`config.mk`:
```
export PLATFORM = sky130hd
export DESIGN_NAME = inst_fetch
export DESIGN_NICKNAME = d
export VERILOG_FILES = /design/src/rtl/inst_fetch.sv
export SDC_FILE = /design/constraint.sdc
export NUM_CORES = 1
export LEC_CHECK = 0
export ABC_AREA = 1
export BUFFER_PORTS_ARGS = -buffer_cell sky130_fd_sc_hd__buf_2
export CORE_UTILIZATION = 40
export CTS_BUF_LIST = sky130_fd_sc_hd__clkbuf_16
export CTS_CLUSTER_SIZE = 30
export DETAILED_ROUTE_END_ITERATION = 16
export PLACE_DENSITY_LB_ADDON = 0.1
export SYNTH_ARGS = -nofsm -noshare
export SYNTH_HDL_FRONTEND = slang
export SYNTH_SLANG_ARGS = --single-unit
```
`constraint.sdc`:
```
create_clock -name clk -period 1.6 [get_ports clk]
set_clock_uncertainty 0.1 [all_clocks]
set_input_delay 0.24 -clock clk [delete_from_list [all_inputs] [get_ports clk]]
set_output_delay 0.24 -clock clk [all_outputs]
set_load 0.01 [all_outputs]
```
`src/rtl/inst_fetch.sv`:
```
// Instruction-fetch stage: holds the PC, issues one fetch at a time to a
// variable-latency instruction memory and presents the result on valid/ready.
module inst_fetch #(
  parameter int unsigned     XLEN     = 64,
  parameter logic [XLEN-1:0] RESET_PC = '0,
  parameter logic [31:0]     NOP_INST = 32'h0000_0013
) (
  input  logic            clk,
  input  logic            rst_n,
  output logic            imem_req,
  output logic [XLEN-1:0] imem_addr,
  input  logic            imem_rvalid,
  input  logic [31:0]     imem_rdata,
  input  logic            redirect_valid,
  input  logic [XLEN-1:0] redirect_pc,
  output logic            out_valid,
  input  logic            out_ready,
  output logic [XLEN-1:0] out_pc,
  output logic [31:0]     out_inst
);

  typedef enum logic [1:0] {
    ISSUE = 2'b00,
    WAIT  = 2'b01,
    DROP  = 2'b10
  } state_t;

  localparam logic [XLEN-1:0] ALIGN_MASK = ~XLEN'(3);
  localparam logic [XLEN-1:0] PC_STEP    = XLEN'(4);

  state_t          state_q, state_d;
  logic [XLEN-1:0] pc_q, pc_d;
  logic [XLEN-1:0] redirect_target;
  logic            slot_free;
  logic            resp_take;

  assign redirect_target = redirect_pc & ALIGN_MASK;
  assign slot_free       = !out_valid || out_ready;

  // rst_n gates the strobe so no request escapes while the memory is held in reset.
  assign imem_req  = rst_n && (state_q == ISSUE) && slot_free && !redirect_valid;
  assign imem_addr = pc_q;

  // A response is only kept when it arrives in WAIT without a competing redirect.
  assign resp_take = (state_q == WAIT) && imem_rvalid && !redirect_valid;

  // NOTE: every combinational output gets a default first so no path leaves
  // it unassigned, which would otherwise infer a latch.
  always_comb begin
    state_d = state_q;
    pc_d    = pc_q;
    unique case (state_q)
      ISSUE: begin
        if (redirect_valid) begin
          pc_d = redirect_target;
        end else if (imem_req) begin
          state_d = WAIT;
        end
      end
      WAIT: begin
        if (redirect_valid) begin
          pc_d    = redirect_target;
          state_d = imem_rvalid ? ISSUE : DROP;
        end else if (imem_rvalid) begin
          pc_d    = pc_q + PC_STEP;
          state_d = ISSUE;
        end
      end
      DROP: begin
        if (redirect_valid) begin
          pc_d = redirect_target;
        end
        if (imem_rvalid) begin
          state_d = ISSUE;
        end
      end
      default: begin
        state_d = ISSUE;
      end
    endcase
  end

  // NOTE: sequential state uses non-blocking assignments so every register
  // samples pre-edge values regardless of process evaluation order.
  always_ff @(posedge clk or negedge rst_n) begin
    if (!rst_n) begin
      state_q <= ISSUE;
      pc_q    <= RESET_PC & ALIGN_MASK;
    end else begin
      state_q <= state_d;
      pc_q    <= pc_d;
    end
  end

  // Output register: a redirect flush beats everything; a fresh response can
  // only land when the slot is already empty, so it never overwrites data.
  always_ff @(posedge clk or negedge rst_n) begin
    if (!rst_n) begin
      out_valid <= 1'b0;
      out_pc    <= '0;
      out_inst  <= NOP_INST;
    end else if (redirect_valid) begin
      out_valid <= 1'b0;
      out_inst  <= NOP_INST;
    end else if (resp_take) begin
      out_valid <= 1'b1;
      out_pc    <= pc_q;
      out_inst  <= imem_rdata;
    end else if (out_valid && out_ready) begin
      out_valid <= 1'b0;
      out_inst  <= NOP_INST;
    end
  end

endmodule

```
==> reports/qor.txt <==
worst path required time: 1.81 ns
CTS root buffer: clkbuf_16
post-detail-place hpwl: 25.6 mm
failing checks: hold timing, setup timing
vias in the first global route: 9766
Arr. time, crit path: 2.05 ns
Slew @ Worst Pin: 0.600 ns
number of remaining DRC errors: 0
Hold Crit Class: in2reg
R2R setup slack: -0.23 ns
Post-Syn Instances: 1298
Worst Path Buf+Inv: 2
hold slack: -0.00246 ns
core area: 0.0219 mm2
fin crit share: 115%
slowest CP cell: dfrtp_1
Peak Freq: 0.546 GHz
commonest cells in the netlist: nand2_1 (383), nor2_1 (189), inv_1 (158)
area grow syn2layout: 65.5%
Die X: 152 um
Crit Path Max Fanout: 3
Synth cell types: 37
critical path type: reg2reg
Antenna Nets Post-Route: 0
post-place setup slack: -0.285 ns
area leader, netlist: dfrtp_1
fin crit period: 1.83 ns
total CTS buffers: 17
power per cell area: 1050 mW/mm2
Synth top area share: 43.6%
Longest Clk Path Bufs: 2
final hold vios: 1
synthesized flop and latch total: 159
CP Cell Sequence: nand2_2, buf_6, nor3_4, nand2_2, nor2_4, buf_6, nand2_2, o21ai_1, a22oi_1
Initial Util: 40.9%
critical path's largest stage delay: 0.43 ns
final RePlAce weighted congestion: 0.957
static leakage: 7.60 nW
startpoint types: register
sequential area share after synthesis: 44.5%
Vias: 10731
clk_lat worst skew: 0.45 ns
DRT iter0 DRCs: 655
routed vias/inst: 5.16
cell row count: 54
Syn. warnings: 0
mapped cell area: 0.00896 mm2
# setup viols final: 59
floorplan die height: 152 um
most used cell along the critical path: nand2_2
RSZ-0062 raised after global routing: true
async set-reset flop share out of synthesis: 100%
Post-synth EDFFs: 0
Max VDD drop: 0.000646 V
GRT Util Overall: 30.7%
first-pass GRT wire length: 53.1 mm
family with the most delay on the worst path: simple AND/OR/NAND/NOR gates
Buffers on Ports: 256
Post-synth top flop: dfrtp_1
largest net degree at the start of global routing: 107
CTS Sinks: 159
Die Area: 0.0230 mm2
post-layout util: 67.7%
CTS tree: yes
DRT Pass-1 Iters: 7
Mapped Avg Cell Area: 6.90 um2
Pins Over Slew Limit: 0
clk slew on worst S/H paths: 0.08 ns
H-tree depth: 4
num ports: 263
layout net count: 1888
total gr overflow: 0
Tot Pwr: 15.5 mW
share of layout cells above drive strength 1: 44.3%
DR WL/cell: 18.6 um
Final WS setup: -0.232 ns
antenna violations before repair: 1
detailed-route wire length: 38.7 mm
top-count cell post-synth: nand2_1
status: finished with violations
Area contributors post-synth: dfrtp_1 (44%), nand2_1 (16%), nor2_1 (7.9%)
CP endpoint kind: register
number of max-cap violations: 0
Filler cells: 1879
headroom to the max-slew limit: 60.0%
-- kinds of logic after synthesis --
kind of cell,share of synthesized area (%)
mux,0.503
compound gates,11.5
flops,44.5
xor+xnor,0.587
other cells,0.0419
simple gates,33.3
fa+ha+maj,0.140
buf+inv,9.46
-- layout by cell type, fill, tap and decap left out, types with 12 or more instances in the layout --
cell           instances
clkbuf_16             24
inv_1                152
nand2_2               56
nor2_4                58
nor2_1               115
buf_6                 58
nand2_4               38
buf_2                247
nand2_1              297
o22ai_1               12
a21oi_1               16
o21ai_0              107
nand3_2               24
dlygate4sd3_1         38
nor2_2                33
o21ai_1               25
dfrtp_2               24
nand3_1               71
dfrtp_1              132
buf_4                152
-- per-layer routing --
metal  global-route usage [%]  vias up  part of all wire, %  routed length, um
li1                         -     5066                    -                  -
met5                        0        -                    0                  0
met3                     4.25       81                  6.9               2660
met4                     9.50        0                  2.8               1070
met1                     42.8     5131                   44              17000
met2                     49.2      453                   46              17900
-- state kept, by name, summed over array words and instances, names as in the netlist --
signal	count
out_valid	1
out_inst	32
state_q	2
imem_addr	62
out_pc	62
-- power breakdown --
group / internal (mW) / switching, mW
clock: 2.20 / 2.00
combinational: 2.43 / 3.12
sequential: 4.99 / 0.755
-- final timing paths --
check                          startpoint             to  cells past startpoint
setup reg to reg             imem_addr[6]  imem_addr[18]                      9
min in group asynchronous           rst_n     state_q[0]                      3
setup / recovery             imem_addr[6]  imem_addr[18]                      9
hold reg to reg                out_pc[57]     out_pc[57]                      2
max in group asynchronous           rst_n  imem_addr[33]                      3
hold / removal             redirect_pc[9]   imem_addr[9]                      5
-- repair_timing --
| item | in CTS | in global routing |
|---|---|---|
| gates cloned | 1 | 13 |
| gates resized for setup | 225 | 213 |
| buffers inserted | 26 | 28 |
| endpoints found under the hold margin | 193 | 0 |
| pin swaps | 53 | 71 |
| setup endpoints to repair | 55 | 118 |
| hold buffers | 38 | 0 |
-- worst register-to-register path, delay by kind of cell (launching register included) --
family | cells | cell delay (ns)
AOI/OAI and AO/OA | 2 | 0.17
DFF | 1 | 0.43
buffers and inverters | 2 | 0.26
and+or+nand+nor | 5 | 0.73
-- layout make-up --
cell class,instances,area (um2),share of cell area (%)
Sequential cell,159,4010,27.1
Antenna cell,1,2.50,0.0169
Multi-Input combinational cell,929,5350,36.1
Inverter,162,631,4.25
Clock inverter,14,148,0.996
Tap cell,280,350,2.36
Timing Repair Buffer,517,3910,26.4
Clock buffer,17,425,2.87
-- through the flow --
stage / TNS (ns) / area (um2) / instances / hold slack (ns)
6_report: -6.17 / 14800 / 2079 / -0.00246
5_1_grt: -10.43 / 14800 / 2079 / 0.0203
2_1_floorplan: -0.0137 / 8980 / 1301 / -0.156
3_5_place_dp: -7.32 / 11800 / 1950 / 0.151
4_1_cts: -3.35 / 13700 / 2046 / 0.000849
3_3_place_gp: -6.79 / 11800 / 1950 / 0.154
(Power assumes the default switching activity.)
